===== config.mk =====
export PLATFORM = sky130hd
export DESIGN_NAME = spi_flash_responder
export DESIGN_NICKNAME = d
export VERILOG_FILES = /design/src/rtl/spi_flash_responder.sv
export SDC_FILE = /design/constraint.sdc
export NUM_CORES = 2
export LEC_CHECK = 0
export BUFFER_PORTS_ARGS = -buffer_cell sky130_fd_sc_hd__buf_4
export CAP_MARGIN = 10
export CORE_MARGIN = 4
export CORE_UTILIZATION = 39
export DETAILED_ROUTE_END_ITERATION = 10
export SETUP_SLACK_MARGIN = 0.4
export SLEW_MARGIN = 20
export SYNTH_ARGS = -nofsm -noshare
export SYNTH_HDL_FRONTEND = slang
export SYNTH_SLANG_ARGS = --single-unit

===== constraint.sdc =====
create_clock -name sclk -period 15.3 [get_ports sclk]
set_input_delay 0.765 -clock sclk [delete_from_list [all_inputs] [get_ports sclk]]
set_output_delay 0.765 -clock sclk [all_outputs]
set_load 0.01 [all_outputs]

===== src/rtl/spi_flash_responder.sv =====
// SPI mode-0 responder that emulates a W25Q-series NOR flash over a small internal
// byte memory. All SPI lines are oversampled and edge-detected in the sclk domain.
module spi_flash_responder #(
    parameter int          MEM_DEPTH   = 256,
    parameter int          BUSY_CYCLES = 1000,
    parameter logic [23:0] JEDEC_ID    = 24'hEF4018
) (
    input  logic sclk,
    input  logic rst,
    input  logic cs,
    input  logic sck,
    input  logic mosi,
    output logic miso,
    output logic busy,
    output logic wel
);
    localparam int AW = $clog2(MEM_DEPTH);
    localparam int BW = $clog2(BUSY_CYCLES + 1);
    localparam logic [AW-1:0] PAGE_MASK = AW'(8'hFF);

    typedef enum logic [2:0] {
        IDLE, CMD, ADDR, DATA_IN, DATA_OUT, IGNORE, ERASE_SWEEP
    } state_t;

    typedef enum logic [2:0] {
        PEND_NONE, PEND_WREN, PEND_WRDI, PEND_PROG, PEND_ERASE
    } pend_t;

    state_t state, state_next;
    pend_t  pend;

    logic [1:0]    cs_sync, sck_sync, mosi_sync;
    logic          cs_prev, sck_prev;
    logic          cs_s, sck_s, mosi_s;
    logic          cs_fall, cs_rise, sck_rise, sck_fall;
    logic          in_frame, bit_rx, byte_done;
    logic [2:0]    bit_cnt;
    logic [6:0]    shift_in;
    logic [7:0]    byte_in;
    logic [1:0]    addr_cnt;
    logic [AW-1:0] addr_shift, new_addr;
    logic [7:0]    opcode;
    logic [AW-1:0] rd_ptr, prog_addr, prog_addr_inc, sweep_addr;
    logic [7:0]    mem_rdata, tx_byte, jedec_byte;
    logic [1:0]    jedec_idx;
    logic          load_now, load_d1, load_d2, prog_write, sweep_start;
    logic [2:0]    tx_idx;
    logic          miso_q, wel_q, sweep_active;
    logic [BW-1:0] busy_cnt;
    logic [7:0]    mem [MEM_DEPTH];

    always_ff @(posedge sclk) begin
        if (rst) begin
            cs_sync   <= 2'b11;
            sck_sync  <= 2'b00;
            mosi_sync <= 2'b00;
            cs_prev   <= 1'b1;
            sck_prev  <= 1'b0;
        end else begin
            cs_sync   <= {cs_sync[0], cs};
            sck_sync  <= {sck_sync[0], sck};
            mosi_sync <= {mosi_sync[0], mosi};
            cs_prev   <= cs_sync[1];
            sck_prev  <= sck_sync[1];
        end
    end

    assign cs_s      = cs_sync[1];
    assign sck_s     = sck_sync[1];
    assign mosi_s    = mosi_sync[1];
    assign cs_fall   = cs_prev & ~cs_s;
    assign cs_rise   = ~cs_prev & cs_s;
    assign sck_rise  = sck_s & ~sck_prev;
    assign sck_fall  = ~sck_s & sck_prev;
    // A rising sck in the same cycle as a cs rise is dropped because cs_s is already high.
    assign in_frame  = ~cs_s && !cs_fall && (state inside {CMD, ADDR, DATA_IN, DATA_OUT, IGNORE});
    assign bit_rx    = in_frame & sck_rise;
    assign byte_done = bit_rx && (bit_cnt == 3'd7);
    assign byte_in   = {shift_in, mosi_s};
    assign new_addr  = AW'({addr_shift, byte_in});
    assign busy      = sweep_active | (busy_cnt != '0);
    assign wel       = wel_q;
    assign miso      = miso_q & ~cs;

    always_ff @(posedge sclk) begin
        if (rst) state <= IDLE;
        else     state <= state_next;
    end

    always_comb begin
        state_next = state;
        if (cs_fall) begin
            state_next = CMD;
        end else if (cs_rise) begin
            state_next = (sweep_active || pend == PEND_ERASE) ? ERASE_SWEEP : IDLE;
        end else if (byte_done) begin
            case (state)
                CMD: begin
                    case (byte_in)
                        8'h05:        state_next = DATA_OUT;
                        8'h9F:        state_next = busy ? IGNORE : DATA_OUT;
                        8'h03:        state_next = busy ? IGNORE : ADDR;
                        8'h02, 8'h20: state_next = (busy || !wel_q) ? IGNORE : ADDR;
                        default:      state_next = IGNORE;
                    endcase
                end
                ADDR: begin
                    if (addr_cnt == 2'd2) begin
                        if (opcode == 8'h03)      state_next = DATA_OUT;
                        else if (opcode == 8'h02) state_next = DATA_IN;
                        else                      state_next = IGNORE;
                    end
                end
                default: state_next = state;
            endcase
        end else if (state == IDLE && sweep_active) begin
            state_next = ERASE_SWEEP;
        end else if (state == ERASE_SWEEP && !sweep_active) begin
            state_next = IDLE;
        end
    end

    always_comb begin
        load_now      = byte_done && (state_next == DATA_OUT);
        prog_write    = byte_done && (state == DATA_IN);
        sweep_start   = cs_rise && (pend == PEND_ERASE);
        tx_idx        = ~bit_cnt;
        prog_addr_inc = (prog_addr & ~PAGE_MASK) | ((prog_addr + AW'(1)) & PAGE_MASK);
        case (jedec_idx)
            2'd0:    jedec_byte = JEDEC_ID[23:16];
            2'd1:    jedec_byte = JEDEC_ID[15:8];
            2'd2:    jedec_byte = JEDEC_ID[7:0];
            default: jedec_byte = 8'h00;
        endcase
    end

    always_ff @(posedge sclk) begin
        if (rst) begin
            bit_cnt      <= '0;
            shift_in     <= '0;
            addr_cnt     <= '0;
            addr_shift   <= '0;
            opcode       <= '0;
            pend         <= PEND_NONE;
            rd_ptr       <= '0;
            prog_addr    <= '0;
            jedec_idx    <= '0;
            load_d1      <= 1'b0;
            load_d2      <= 1'b0;
            tx_byte      <= '0;
            miso_q       <= 1'b0;
            wel_q        <= 1'b0;
            busy_cnt     <= '0;
            sweep_active <= 1'b1;
            sweep_addr   <= '0;
        end else begin
            // Response bytes load two cycles after the byte boundary so the memory read has settled.
            load_d1 <= load_now;
            load_d2 <= load_d1;
            if (load_d2) begin
                case (opcode)
                    8'h05: tx_byte <= {6'b0, wel_q, busy};
                    8'h9F: begin
                        tx_byte <= jedec_byte;
                        if (jedec_idx != 2'd3) jedec_idx <= jedec_idx + 2'd1;
                    end
                    default: tx_byte <= mem_rdata;
                endcase
            end

            if (bit_rx) begin
                bit_cnt  <= bit_cnt + 3'd1;
                shift_in <= byte_in[6:0];
            end

            if (byte_done) begin
                if (state == CMD) begin
                    opcode <= byte_in;
                    if (!busy && byte_in == 8'h06)      pend <= PEND_WREN;
                    else if (!busy && byte_in == 8'h04) pend <= PEND_WRDI;
                end
                if (state == ADDR) begin
                    addr_shift <= new_addr;
                    addr_cnt   <= addr_cnt + 2'd1;
                    if (addr_cnt == 2'd2) begin
                        rd_ptr    <= new_addr;
                        prog_addr <= new_addr;
                        if (opcode == 8'h20) pend <= PEND_ERASE;
                    end
                end
                if (state == DATA_OUT && opcode == 8'h03) rd_ptr <= rd_ptr + AW'(1);
            end

            if (prog_write) begin
                prog_addr <= prog_addr_inc;
                pend      <= PEND_PROG;
            end

            if (cs_fall) begin
                bit_cnt   <= '0;
                addr_cnt  <= '0;
                pend      <= PEND_NONE;
                jedec_idx <= '0;
            end

            if (cs_s || state != DATA_OUT) miso_q <= 1'b0;
            else if (sck_fall)             miso_q <= tx_byte[tx_idx];

            if (busy_cnt != '0) busy_cnt <= busy_cnt - BW'(1);
            if (cs_rise) begin
                case (pend)
                    PEND_WREN: wel_q <= 1'b1;
                    PEND_WRDI: wel_q <= 1'b0;
                    PEND_PROG: begin
                        wel_q    <= 1'b0;
                        busy_cnt <= BW'(BUSY_CYCLES);
                    end
                    default: ;
                endcase
            end

            if (sweep_start) begin
                sweep_active <= 1'b1;
                sweep_addr   <= '0;
            end else if (sweep_active) begin
                sweep_addr <= sweep_addr + AW'(1);
                if (sweep_addr == AW'(MEM_DEPTH - 1)) begin
                    sweep_active <= 1'b0;
                    wel_q        <= 1'b0;
                end
            end
        end
    end

    // Program can only clear bits; the erase sweep owns the write port while it runs.
    always_ff @(posedge sclk) begin
        if (!rst) begin
            if (sweep_active)    mem[sweep_addr] <= 8'hFF;
            else if (prog_write) mem[prog_addr]  <= mem[prog_addr] & byte_in;
        end
        mem_rdata <= mem[rd_ptr];
    end

endmodule


### After elaboration in Yosys (flattened, before gate mapping)

Memory sizes are Yosys's and may differ from the RTL's. A register that Yosys moved wholly into a read port is not among the register bits.
Cells that the tools add are included.

| storage, ports and cells | value |
|---|---|
| flip-flop bits (word level) | 83 |
| bits in writable memories | 2048 |
| output and inout bits | 3 |
| word-level logic and storage cells | 168 |
| memories | 1 |

| operators by class | value |
|---|---|
| add/sub/neg operators | 7 |
| magnitude comparators | 1 |
| equal/unequal tests | 30 |
| multiplexer cells | 53 |
| bitwise logic cells | 14 |
| reduce and logical (&&, ||, !) cells | 39 |

Memory list:

| memory | depth | bits a word | read ports | clocked after Yosys merged registers in | write ports | line | RTL |
|---|---|---|---|---|---|---|---|
| mem | 256 | 8 | 2 | 2 | 1 | 50 | `logic [7:0] mem [MEM_DEPTH];` |

Operators by type and width:

| cell | number |
|---|---|
| two-way mux 8 bit | 9 |
| two-way mux 3 bit | 17 |
| equality test 8 x 2 -> 1 bit, second input constant | 4 |
| equality test 8 x 3 -> 1 bit, second input constant | 4 |
| two-way mux 10 bit | 3 |
| adder 8 x 1 -> 8 bit, second input constant | 3 |
| equality test 8 bit, second input constant | 3 |
| one-hot mux 8 bit (3 select lines) | 1 |
| equality test 3 bit, second input constant | 6 |
| equality test 8 x 6 -> 1 bit, second input constant | 2 |
| two-way mux 1 bit | 16 |
| one-hot mux 8 bit (2 select lines) | 1 |
| equality test 3 x 2 -> 1 bit, second input constant | 4 |
| one-hot mux 3 bit (4 select lines) | 1 |
| logical AND 1 bit | 11 |
| nonzero test 10 bit | 1 |
| nonzero test 2 bit | 5 |
| OR reduction 2 bit | 5 |
| subtractor 10 x 1 -> 10 bit, second input constant | 1 |
| AND reduction 3 bit | 3 |
| AND 8 bit | 1 |
| OR reduction 8 bit | 1 |
| AND 1 bit | 6 |
| equality test 3 x 1 -> 1 bit, second input constant | 2 |
| other kinds (21) | 34 |

### Longest topological paths before layout

| logic depth | value |
|---|---|
| depth after elaboration | 14 |
| depth in mapped cells | 12 |

### Worst setup path after synthesis

Ideal clock, no wire load.

| path | value |
|---|---|
| kind | register -> register |
| start point | register with a tool-made name |
| end point | memory mem[0][6] (data pin) |
| library setup time | 2235 ps |
| arrival time | 12463 ps |
| required time | 13065 ps |
| setup slack | 602 ps |
| stages on the path, launching flop included | 12 |
| path buffers | 5 |
| period minus slack after synthesis | 14698 ps |
| path through | dfxtp_1 > clkbuf_1 > buf_2 > buf_2 > buf_2 > buf_1 > mux2i_1 > a22oi_1 > a22oi_1 > nand3_1 > a22oi_1 > o31ai_1 |

RTL lines:

| what | line |
|---|---|
| end: declaration | 50 |

==> results.sh <==
export IMPL_finalCritPeriodShare_pct=47.7
export IMPL_finalNonFillerCells=9062
export IMPL_rr_worst_depth=11
export IMPL_path_cells="buf_4 > buf_4 > buf_4 > mux4_2 > o211ai_1 > nand4_1 > nor3_1 > a21oi_1 > a31o_4 > buf_4 > buf_4"
export IMPL_drc=0
export IMPL_ys_seq_elements=2147
export IMPL_rsz0062_at_grt="no"
export IMPL_place_congestion=0.967
export IMPL_crit_path_start_kind="register"
export IMPL_critPathMaxStageDelay_ps=830
export IMPL_drt_iter0_markers=9060
export IMPL_cp_required_ps=15740
export IMPL_avgSynthCellArea_um2=18.4
export IMPL_clk_pin_slew_worst_paths_ps=70
export IMPL_crit_slowest_cell="dfxtp_4"
export IMPL_numCtsBuffers=221
export IMPL_async_flop_share_pct=0
export IMPL_final_setup_skew_ps=56.0
export IMPL_period_minus_slack_ps=7300
export IMPL_fmaxAchievable_mhz=137
export IMPL_setup_viol=0
export IMPL_rr_endpoint="mem[178][4]"
export IMPL_cts_hold_buf=0
export IMPL_drv_cap=0
export IMPL_dp_hpwl_mm=217
export IMPL_wire_per_inst_um=37.7
export IMPL_relSlewSlack_pct=15.3
export IMPL_ant_nets=0
export IMPL_yosys_warnings=0
export IMPL_hold_viol=0
export IMPL_yosysTopAreaCell="edfxtp_1"
export IMPL_p_leak_nw=32.7
export IMPL_synth_top_area_share_pct=61.7
export IMPL_vdd_drop_max_uv=106
export IMPL_clk_latency_ps=900
export IMPL_area_delta_synth_final_pct=12.4
export IMPL_finalNetCount=5508
export IMPL_dr_pass1_iters=8
export IMPL_numPortBuffers=7
export IMPL_finalMaxSlewViolations=0
export IMPL_worst_pin_slew_ps=1270
export IMPL_vias_per_cell=6.67
export IMPL_yosysUniqueCellTypes=75
export IMPL_synth_area_top_cells="edfxtp_1 62%, mux4_2 22%, mux2i_1 2.9%"
export IMPL_layout_commonest_cell="edfxtp_1"
export IMPL_synth_fp_nets=5454
export IMPL_finish_instance_area_mm2=0.112
export IMPL_setup_tns_ps=0
export IMPL_grt_pass1_wl_mm=474
export IMPL_drive_gt1_share_pct=30.5
export IMPL_track_usage_pct=25.6
export IMPL_crit_fanout=102
export IMPL_htreeDepth=4
export IMPL_cts_tree="done"
export IMPL_fillers=21700
export IMPL_worstSetupEndpointType="register"
export IMPL_status="complete, no violations"
export IMPL_antenna_found_initial=14
export IMPL_grt_ovfl_total=0
export IMPL_die_h_um=514
export IMPL_cts_repair_resized=0
export IMPL_rows=185
export IMPL_min_to="cs_sync[0]"
export IMPL_hold_path_startpoint="cs"
export IMPL_wirelength_mm=342
export IMPL_die_area_mm2=0.264
export IMPL_synth_top_flop_cell="edfxtp_1"
export IMPL_cts_path_max_buffers=3
export IMPL_hp_class="in2reg"
export IMPL_io_pins=8
export IMPL_cp_arrival_ps=7730
export IMPL_syn_instance_count=5435
export IMPL_grt_pass1_vias=59200
export IMPL_crit_buf_inv=5
export IMPL_die_w_um=514
export IMPL_placed_cell_area_mm2=0.105
export IMPL_start_util_pct=39.2
export IMPL_root_buffer="clkbuf_16"
export IMPL_vias=60400
export IMPL_min_path_cells=2
export IMPL_critPathKind="reg2reg"
export IMPL_critical_path_most_common_cell="buf_4"
export IMPL_core_area_mm2=0.254
export IMPL_mostFrequentLayoutCells="2,048 x edfxtp_1, 972 x mux4_2, 316 x nor2_1, 289 x mux2i_1, 253 x buf_4"
export IMPL_regToRegSetupSlack_ps=8000
export IMPL_synth_edf_count=2048
export IMPL_p_per_area_mw_per_mm2=107
export IMPL_ys_seq_area_share_pct=63.6
export IMPL_synth_area_mm2=0.0997
export IMPL_placed_cells=8629
export IMPL_cts_setup_buffers=0
export IMPL_cts_num_sinks=2147
export IMPL_cp_top_family="buffers and inverters"
export IMPL_grt_max_degree=257
-- worst register-to-register path, delay by kind of cell, from the launching register on --
family / cells / cell delay (ps)
flops: 1 / 830
compound gates: 3 / 960
simple gates: 2 / 960
mux: 1 / 610
buf+inv: 5 / 3310
-- cell type report --
type                       count  area (µm²)  share of cell area (%)
timing repair buffer         270        2200                    1.97
inverter                      19        71.3                  0.0636
antenna                       13        32.5                  0.0290
multi-input combinational   2830       34600                    30.9
sequential                  2147       63500                    56.7
clock buffer                 259        5790                    5.17
tap                         3366        4210                    3.76
clock inverter               158        1620                    1.45
-- report_power, final --
part           internal, mW  switching [mW]  leakage [nW]
logic                0.0394          0.0683          9.37
registers              6.35          0.0138          19.7
clock network          3.15            2.41          3.63
-- metrics by stage --
stage          utilization [%]  hold WS (ps)  setup WS [ps]  power, mW
3_5_place_dp              41.1           400           7950       6.59
6_report                  44.1          92.2           8000       12.0
3_3_place_gp              41.1           402           8100       6.59
5_1_grt                   44.1          59.7           7550       12.3
4_1_cts                   44.0          23.8           7960       12.1
2_1_floorplan                -           389            602       6.56
-- flip-flops by register name, summed over array words and instances, names as in the netlist, 2 cells and up, named ones only --
name and flops:
tx_byte 8, state 3, mosi_sync 2, bit_cnt 3, prog_addr 8, mem_rdata 8
opcode 8, sweep_addr 8, sck_sync 2, addr_cnt 2, shift_in 7, mem 2048
pend 3, busy_cnt 10, jedec_idx 2, rd_ptr 8, cs_sync 2
-- synthesized netlist by cell type, types with 8 or more instances --
cell,instances
mux2i_4,10
dfxtp_1,99
nand4_1,21
nand2b_1,56
nor3b_1,8
buf_4,13
inv_1,18
a221o_1,28
xnor2_1,13
nor4_1,19
a22o_1,12
clkbuf_1,208
nand3_1,50
edfxtp_1,2048
o221ai_1,33
nor2_1,379
a21oi_1,126
o22ai_1,59
nand2_1,135
or4_1,8
o211ai_1,21
mux2i_1,289
and3_1,8
buf_2,152
buf_1,63
xor2_1,8
a221oi_1,54
a22oi_1,234
o21ai_0,53
ha_1,14
nor2b_1,24
a31oi_1,15
a211oi_1,24
o31ai_1,8
mux4_2,972
nor3_1,39
-- how the worst max path moves through the flow --
stage | from | endpoint | slack [ps] | depth (start not counted)
floorplan | register | mem[0][6] | 600 | 11
global placement | register | mem[172][4] | 8100 | 11
detailed placement | register | mem[173][4] | 7950 | 11
CTS | register | mem[155][4] | 7960 | 11
global route | register | mem[178][4] | 7550 | 11
finish | register | mem[178][4] | 8000 | 11
-- kinds of logic after synthesis --
group	Yosys count	share of synthesized area (%)
AO/OA/AOI/OAI	721	5.15
XOR/XNOR	21	0.184
adder cells (fa/ha/maj)	14	0.176
buffers and inverters	458	1.99
flip-flops	2147	63.6
multiplexers	1280	25.2
AND/OR/NAND/NOR	794	3.68
-- per-layer routing --
metal  GRT usage [%]  wire, µm  vias up
met2            37.5    151000     4232
met5           0.146        97        -
met1            34.4    127000    32000
li1                -         -    23300
met4            12.7     20100       10
met3            8.12     43500      854
Power figures use the tool's default switching activity.
